===== src/rtl/cmd_rx.sv =====
// cmd_rx: host byte-stream deframer, 6-byte command frames -> one mreq.
// Ports: i_rx_* byte in, o_mreq_*/i_mreq_ready request out, o_err_* status.
module cmd_rx #(
  parameter int TIMEOUT_CYCLES = 1000,
  parameter int ERRCNT_W       = 8
) (
  input  logic                i_clk,
  input  logic                i_rst_n,
  input  logic [7:0]          i_rx_data,
  input  logic                i_rx_valid,
  output logic                o_rx_ready,
  output logic                o_mreq_valid,
  input  logic                i_mreq_ready,
  output logic                o_mreq_wr,
  output logic [1:0]          o_mreq_wsize,
  output logic                o_mreq_aincr,
  output logic [7:0]          o_mreq_wcount,
  output logic [31:0]         o_mreq_addr,
  output logic                o_err,
  output logic [1:0]          o_err_code,
  output logic [ERRCNT_W-1:0] o_err_count
);

  localparam logic [1:0] S_HDR  = 2'd0;
  localparam logic [1:0] S_CNT  = 2'd1;
  localparam logic [1:0] S_ADDR = 2'd2;
  localparam logic [1:0] S_OUT  = 2'd3;

  localparam logic [1:0] E_SYNC = 2'd1;
  localparam logic [1:0] E_WSZ  = 2'd2;
  localparam logic [1:0] E_TMO  = 2'd3;

  localparam bit TMO_EN = (TIMEOUT_CYCLES > 0);
  localparam int TW =
    (TIMEOUT_CYCLES > 1) ? $clog2(TIMEOUT_CYCLES) : 1;
  // Fire on the cycle the idle count would reach the limit.
  localparam logic [TW-1:0] TLIM =
    TW'(TMO_EN ? TIMEOUT_CYCLES - 1 : 0);

  logic [1:0]    state;
  logic [1:0]    idx;
  logic [TW-1:0] tcnt;

  logic          accept;
  logic          in_frame;
  logic          hdr_acc;
  logic          hdr_sync;
  logic          hdr_wsz;
  logic          tmo_hit;
  logic          err_hit;
  logic [1:0]    err_nxt;

  assign o_rx_ready = (state != S_OUT);
  assign accept     = i_rx_valid && o_rx_ready;
  assign in_frame   = (state == S_CNT) || (state == S_ADDR);
  assign hdr_acc    = accept && (state == S_HDR);
  assign hdr_sync   = hdr_acc && (i_rx_data[7:4] != 4'hA);
  assign hdr_wsz    = hdr_acc && (i_rx_data[7:4] == 4'hA)
                      && (i_rx_data[1:0] == 2'b11);
  // An accepted byte beats an expiring timer.
  assign tmo_hit    = TMO_EN && in_frame && !accept
                      && (tcnt == TLIM);

  always_comb begin
    err_hit = 1'b0;
    err_nxt = 2'b00;
    unique case (1'b1)
      hdr_sync: begin
        err_hit = 1'b1;
        err_nxt = E_SYNC;
      end
      hdr_wsz: begin
        err_hit = 1'b1;
        err_nxt = E_WSZ;
      end
      tmo_hit: begin
        err_hit = 1'b1;
        err_nxt = E_TMO;
      end
      default: ;
    endcase
  end

  always_ff @(posedge i_clk or negedge i_rst_n) begin
    if (!i_rst_n) begin
      state         <= S_HDR;
      idx           <= 2'd0;
      tcnt          <= '0;
      o_mreq_valid  <= 1'b0;
      o_mreq_wr     <= 1'b0;
      o_mreq_wsize  <= 2'd0;
      o_mreq_aincr  <= 1'b0;
      o_mreq_wcount <= 8'd0;
      o_mreq_addr   <= 32'd0;
    end else begin
      case (state)
        S_HDR: begin
          if (hdr_acc && !err_hit) begin
            o_mreq_wr    <= i_rx_data[3];
            o_mreq_aincr <= i_rx_data[2];
            o_mreq_wsize <= i_rx_data[1:0];
            state        <= S_CNT;
          end
        end
        S_CNT: begin
          if (accept) begin
            o_mreq_wcount <= i_rx_data;
            idx           <= 2'd0;
            state         <= S_ADDR;
          end else if (tmo_hit) begin
            state <= S_HDR;
          end
        end
        S_ADDR: begin
          if (accept) begin
            o_mreq_addr <= {o_mreq_addr[23:0], i_rx_data};
            idx         <= idx + 2'd1;
            if (idx == 2'd3) begin
              state        <= S_OUT;
              o_mreq_valid <= 1'b1;
            end
          end else if (tmo_hit) begin
            state <= S_HDR;
          end
        end
        default: begin
          if (i_mreq_ready) begin
            o_mreq_valid <= 1'b0;
            state        <= S_HDR;
          end
        end
      endcase

      if (accept || !in_frame || tmo_hit) begin
        tcnt <= '0;
      end else if (TMO_EN) begin
        tcnt <= tcnt + TW'(1);
      end
    end
  end

  always_ff @(posedge i_clk or negedge i_rst_n) begin
    if (!i_rst_n) begin
      o_err       <= 1'b0;
      o_err_code  <= 2'd0;
      o_err_count <= '0;
    end else begin
      o_err      <= err_hit;
      o_err_code <= err_nxt;
      if (err_hit && (o_err_count != '1)) begin
        o_err_count <= o_err_count + ERRCNT_W'(1);
      end
    end
  end

endmodule

===== config.mk =====
export PLATFORM = sky130hd
export DESIGN_NAME = cmd_rx
export DESIGN_NICKNAME = d
export VERILOG_FILES = /design/src/rtl/cmd_rx.sv
export SDC_FILE = /design/constraint.sdc
export NUM_CORES = 1
export LEC_CHECK = 0
export ABC_AREA = 0
export CAP_MARGIN = 15
export CORE_ASPECT_RATIO = 2
export CORE_MARGIN = 2
export CORE_UTILIZATION = 30
export CTS_CLUSTER_DIAMETER = 60
export DETAILED_ROUTE_END_ITERATION = 7
export GPL_TIMING_DRIVEN = 0
export PLACE_DENSITY_LB_ADDON = 0.05
export SETUP_SLACK_MARGIN = 0.4
export SLEW_MARGIN = 10
export SYNTH_ARGS = -nofsm -noshare
export SYNTH_HDL_FRONTEND = slang
export SYNTH_SLANG_ARGS = --single-unit

===== constraint.sdc =====
create_clock -name i_clk -period 6.4 [get_ports i_clk]
set_input_delay 0.96 -clock i_clk [delete_from_list [all_inputs] [get_ports i_clk]]
set_output_delay 0.96 -clock i_clk [all_outputs]
set_load 0.05 [all_outputs]

==> results by group <==
Outcome
  • Status: complete, no violations

Layout
  • Number of nets in the final layout: 325
  • Number of fill cells in the layout: 962
  • Antenna cell count: 0
  • Commonest cells after routing, fill and taps aside: dfrtp_1, clkdlybuf4s50_1, mux2_2
  • Fraction of layout cells with a size suffix above 1: 21.86%
  • Area grow syn2layout: 38.95%
  • Most common library cell in the layout ignoring fill and taps: dfrtp_1
  • Post-Route Utilization: 42.52%

Critical path
  • Top fanout value on the critical path: 3
  • Arr. time, crit path: 1850 ps
  • Endpoint required time on the critical path: 5440 ps
  • Worst Setup Path Type: flip-flop to primary output
  • Setup crit start kind: flip-flop
  • Setup slack on the worst flop-to-flop path: 3920 ps
  • Worst Setup End Kind: primary output

Routing
  • DR vias: 2078
  • Post-detailed-routing wire length: 6.922 mm
  • Vias per cell: 4.691
  • Routed length per placed instance: 15.63 um
  • DRC violation count after routing: 0
  • Number of iterations in the first detailed-routing pass: 2
  • Antenna Nets Post-Route: 0
  • First DRT Iteration DRCs: 86

Yosys
  • Post-Synthesis Cells: 226
  • Number of library cell types mapped by synthesis: 33
  • Number of warnings reported in the yosys synthesis log: 0
  • Ranking of synthesized cells by area: dfrtp_1, mux2_2, ha_1
  • #FFs+latches synth: 70
  • Synthesized cell area: 0.002968 sq mm
  • Mapped Avg Cell Area: 13.13 sq um
  • Nets in the synthesized netlist: 245
  • Post-synth top area share: 59.02%
  • Library cell occupying the most area in the post-synthesis netlist: dfrtp_1
  • Register area share after synthesis: 59.02%

CTS
  • Count of hold buffers inserted by post-cts repair: 0
  • Buffer type at the clock tree root: clkbuf_16
  • Setup repair bufs after CTS: 0
  • Maximum root-to-sink buffer count: 2
  • Num Clock Sinks: 70
  • Latest clock arrival within the worst-skew pair: 330 ps
  • Clock edge transition at the registers on the reported setup and hold paths: 60 ps
  • Clock tree from TritonCTS: built
  • Resized Gates After CTS: 0
  • Clock buffers created by TritonCTS: 9
  • H-Tree Depth: 3

Global routing
  • Overall overflow remaining after global route: 0
  • Total GRT Usage: 14.23%
  • Vias in the first global route: 2142
  • Pin count of the biggest net entering global routing: 55
  • Number of antenna violations at the first check in global routing: 0
  • Wire length of the first global-routing pass: 11.18 mm

STA
  • Hold violation total from the final report: 0
  • Slew @ Worst Pin: 664.4 ps
  • Number of pins with negative max-slew slack in the final report: 0
  • Period minus WS final: 2811 ps
  • Unrepaired setup endpoints after global routing: false
  • Final total negative setup slack: 0 ps
  • Final count of negative-setup-slack endpoints: 0
  • Clk_skew: 8.143 ps
  • Achievable clock frequency: 355.8 MHz
  • Remaining max-slew budget at the tightest pin: 55.71%
  • Share of the clock period used by the worst path: 43.92%

Floorplan
  • Number of placement rows: 51
  • Die span in y: 144.7 um
  • Floorplan core area: 0.009699 sq mm
  • Effective utilization at floorplan: 30.60%
  • Die Outline Area: 0.01075 sq mm
  • Horizontal die dimension: 74.33 um
  • Count of pins on the block boundary: 69

Min path
  • Min-delay worst type: input pin to async pin

Place
  • Routability congestion estimate: 0.8005
  • Quantity of I/O buffers inserted on ports: 68
  • Placed wire-length estimate after detailed placement: 5.038 mm

Flow run
  • Total of max-cap violations: 0
layer usage:
| layer | GRT usage [%] | vias up | share of wire (%) |
|---|---|---|---|
| li1 | - | 980 | - |
| met3 | 3.463 | 15 | 4.2 |
| met2 | 24.62 | 48 | 55 |
| met5 | 0 | - | 0 |
| met1 | 15.71 | 1035 | 38 |
| met4 | 7.425 | 0 | 2.7 |
Yosys cell counts:
cell / number
nor4b_2: 1
nand3b_1: 1
a21oi_1: 10
nor4bb_1: 1
nand2_1: 9
o21ai_0: 4
nand4_2: 1
inv_1: 3
or3_1: 5
and4_1: 1
and3_1: 5
or4b_1: 1
nor2_1: 13
mux2_1: 2
xor2_1: 7
o22a_4: 1
xnor2_1: 2
mux2_2: 44
nand4_1: 2
nor2_2: 1
nand2b_1: 3
o31ai_1: 1
clkinv_2: 1
nand4bb_1: 1
or4_4: 1
nand3_1: 13
a31oi_1: 4
o22ai_1: 1
dfrtp_1: 70
clkbuf_1: 5
o221ai_1: 2
ha_1: 7
nor2b_1: 3
cell type report:
class	instances	area [sq um]	area share, %
Multi-Input combinational cell	147	1181	28.64
Inverter	4	16.27	0.3944
Timing Repair Buffer	69	705.7	17.11
Buffer	5	18.77	0.4551
Tap cell	132	165.2	4.005
Sequential cell	70	1752	42.48
Clock buffer	10	239.0	5.795
Clock inverter	6	46.29	1.123
metrics by stage:
step	worst slack (ps)	area [sq um]	hold slack, ps	instances
6_report	3589	4124	489.8	443
5_1_grt	3450	4124	497.5	443
4_1_cts	3558	4124	490.1	443
3_5_place_dp	3209	3839	493.1	427
3_3_place_gp	1812	3814	488.4	426
2_1_floorplan	4036	2968	455.3	226
cell families (layout without fill, tap and decap cells):
| family | count (synthesis) | in the layout | synth area share (%) |
|---|---|---|---|
| xor gates and xnor gates | 9 | 9 | 2.656 |
| buffers and inverters | 9 | 94 | 1.180 |
| and+or+nand+nor | 62 | 62 | 11.89 |
| DFF | 70 | 70 | 59.02 |
| AOI/OAI and AO/OA | 23 | 23 | 4.849 |
| muxes | 46 | 46 | 17.45 |
| adders and majority gates | 7 | 7 | 2.951 |
worst paths after layout:
check	from	end	depth (start not counted)
worst max-delay path	state[0]$_DFFE_PN0P_	o_rx_ready	3
worst min-delay path	i_rst_n	o_mreq_addr[17]$_DFFE_PN0P_	1
worst max register to register	state[0]$_DFFE_PN0P_	o_mreq_addr[21]$_DFFE_PN0P_	6
worst min register to register	o_mreq_wr$_DFFE_PN0P_	o_mreq_wr$_DFFE_PN0P_	1
max in group asynchronous	i_rst_n	state[0]$_DFFE_PN0P_	2
min in group i_clk	o_mreq_wr$_DFFE_PN0P_	o_mreq_wr$_DFFE_PN0P_	1
registers in the layout, indices dropped and copies added (netlist names):
register       flops
o_mreq_aincr       1
o_err_count        8
o_mreq_addr       32
o_mreq_wcount      8
o_err              1
state              2
o_mreq_wr          1
tcnt              10
idx                2
o_mreq_valid       1
o_mreq_wsize       2
o_err_code         2
critical path, cell delays in order, from the launching register on:
cell,delay [ps]
dfrtp_1,400
ha_1,230
inv_1,90
clkdlybuf4s50_1,800
Power is left out: the tool's default activity adds up to more than one toggle a clock period on the data nets, which glitch-free logic cannot reach.
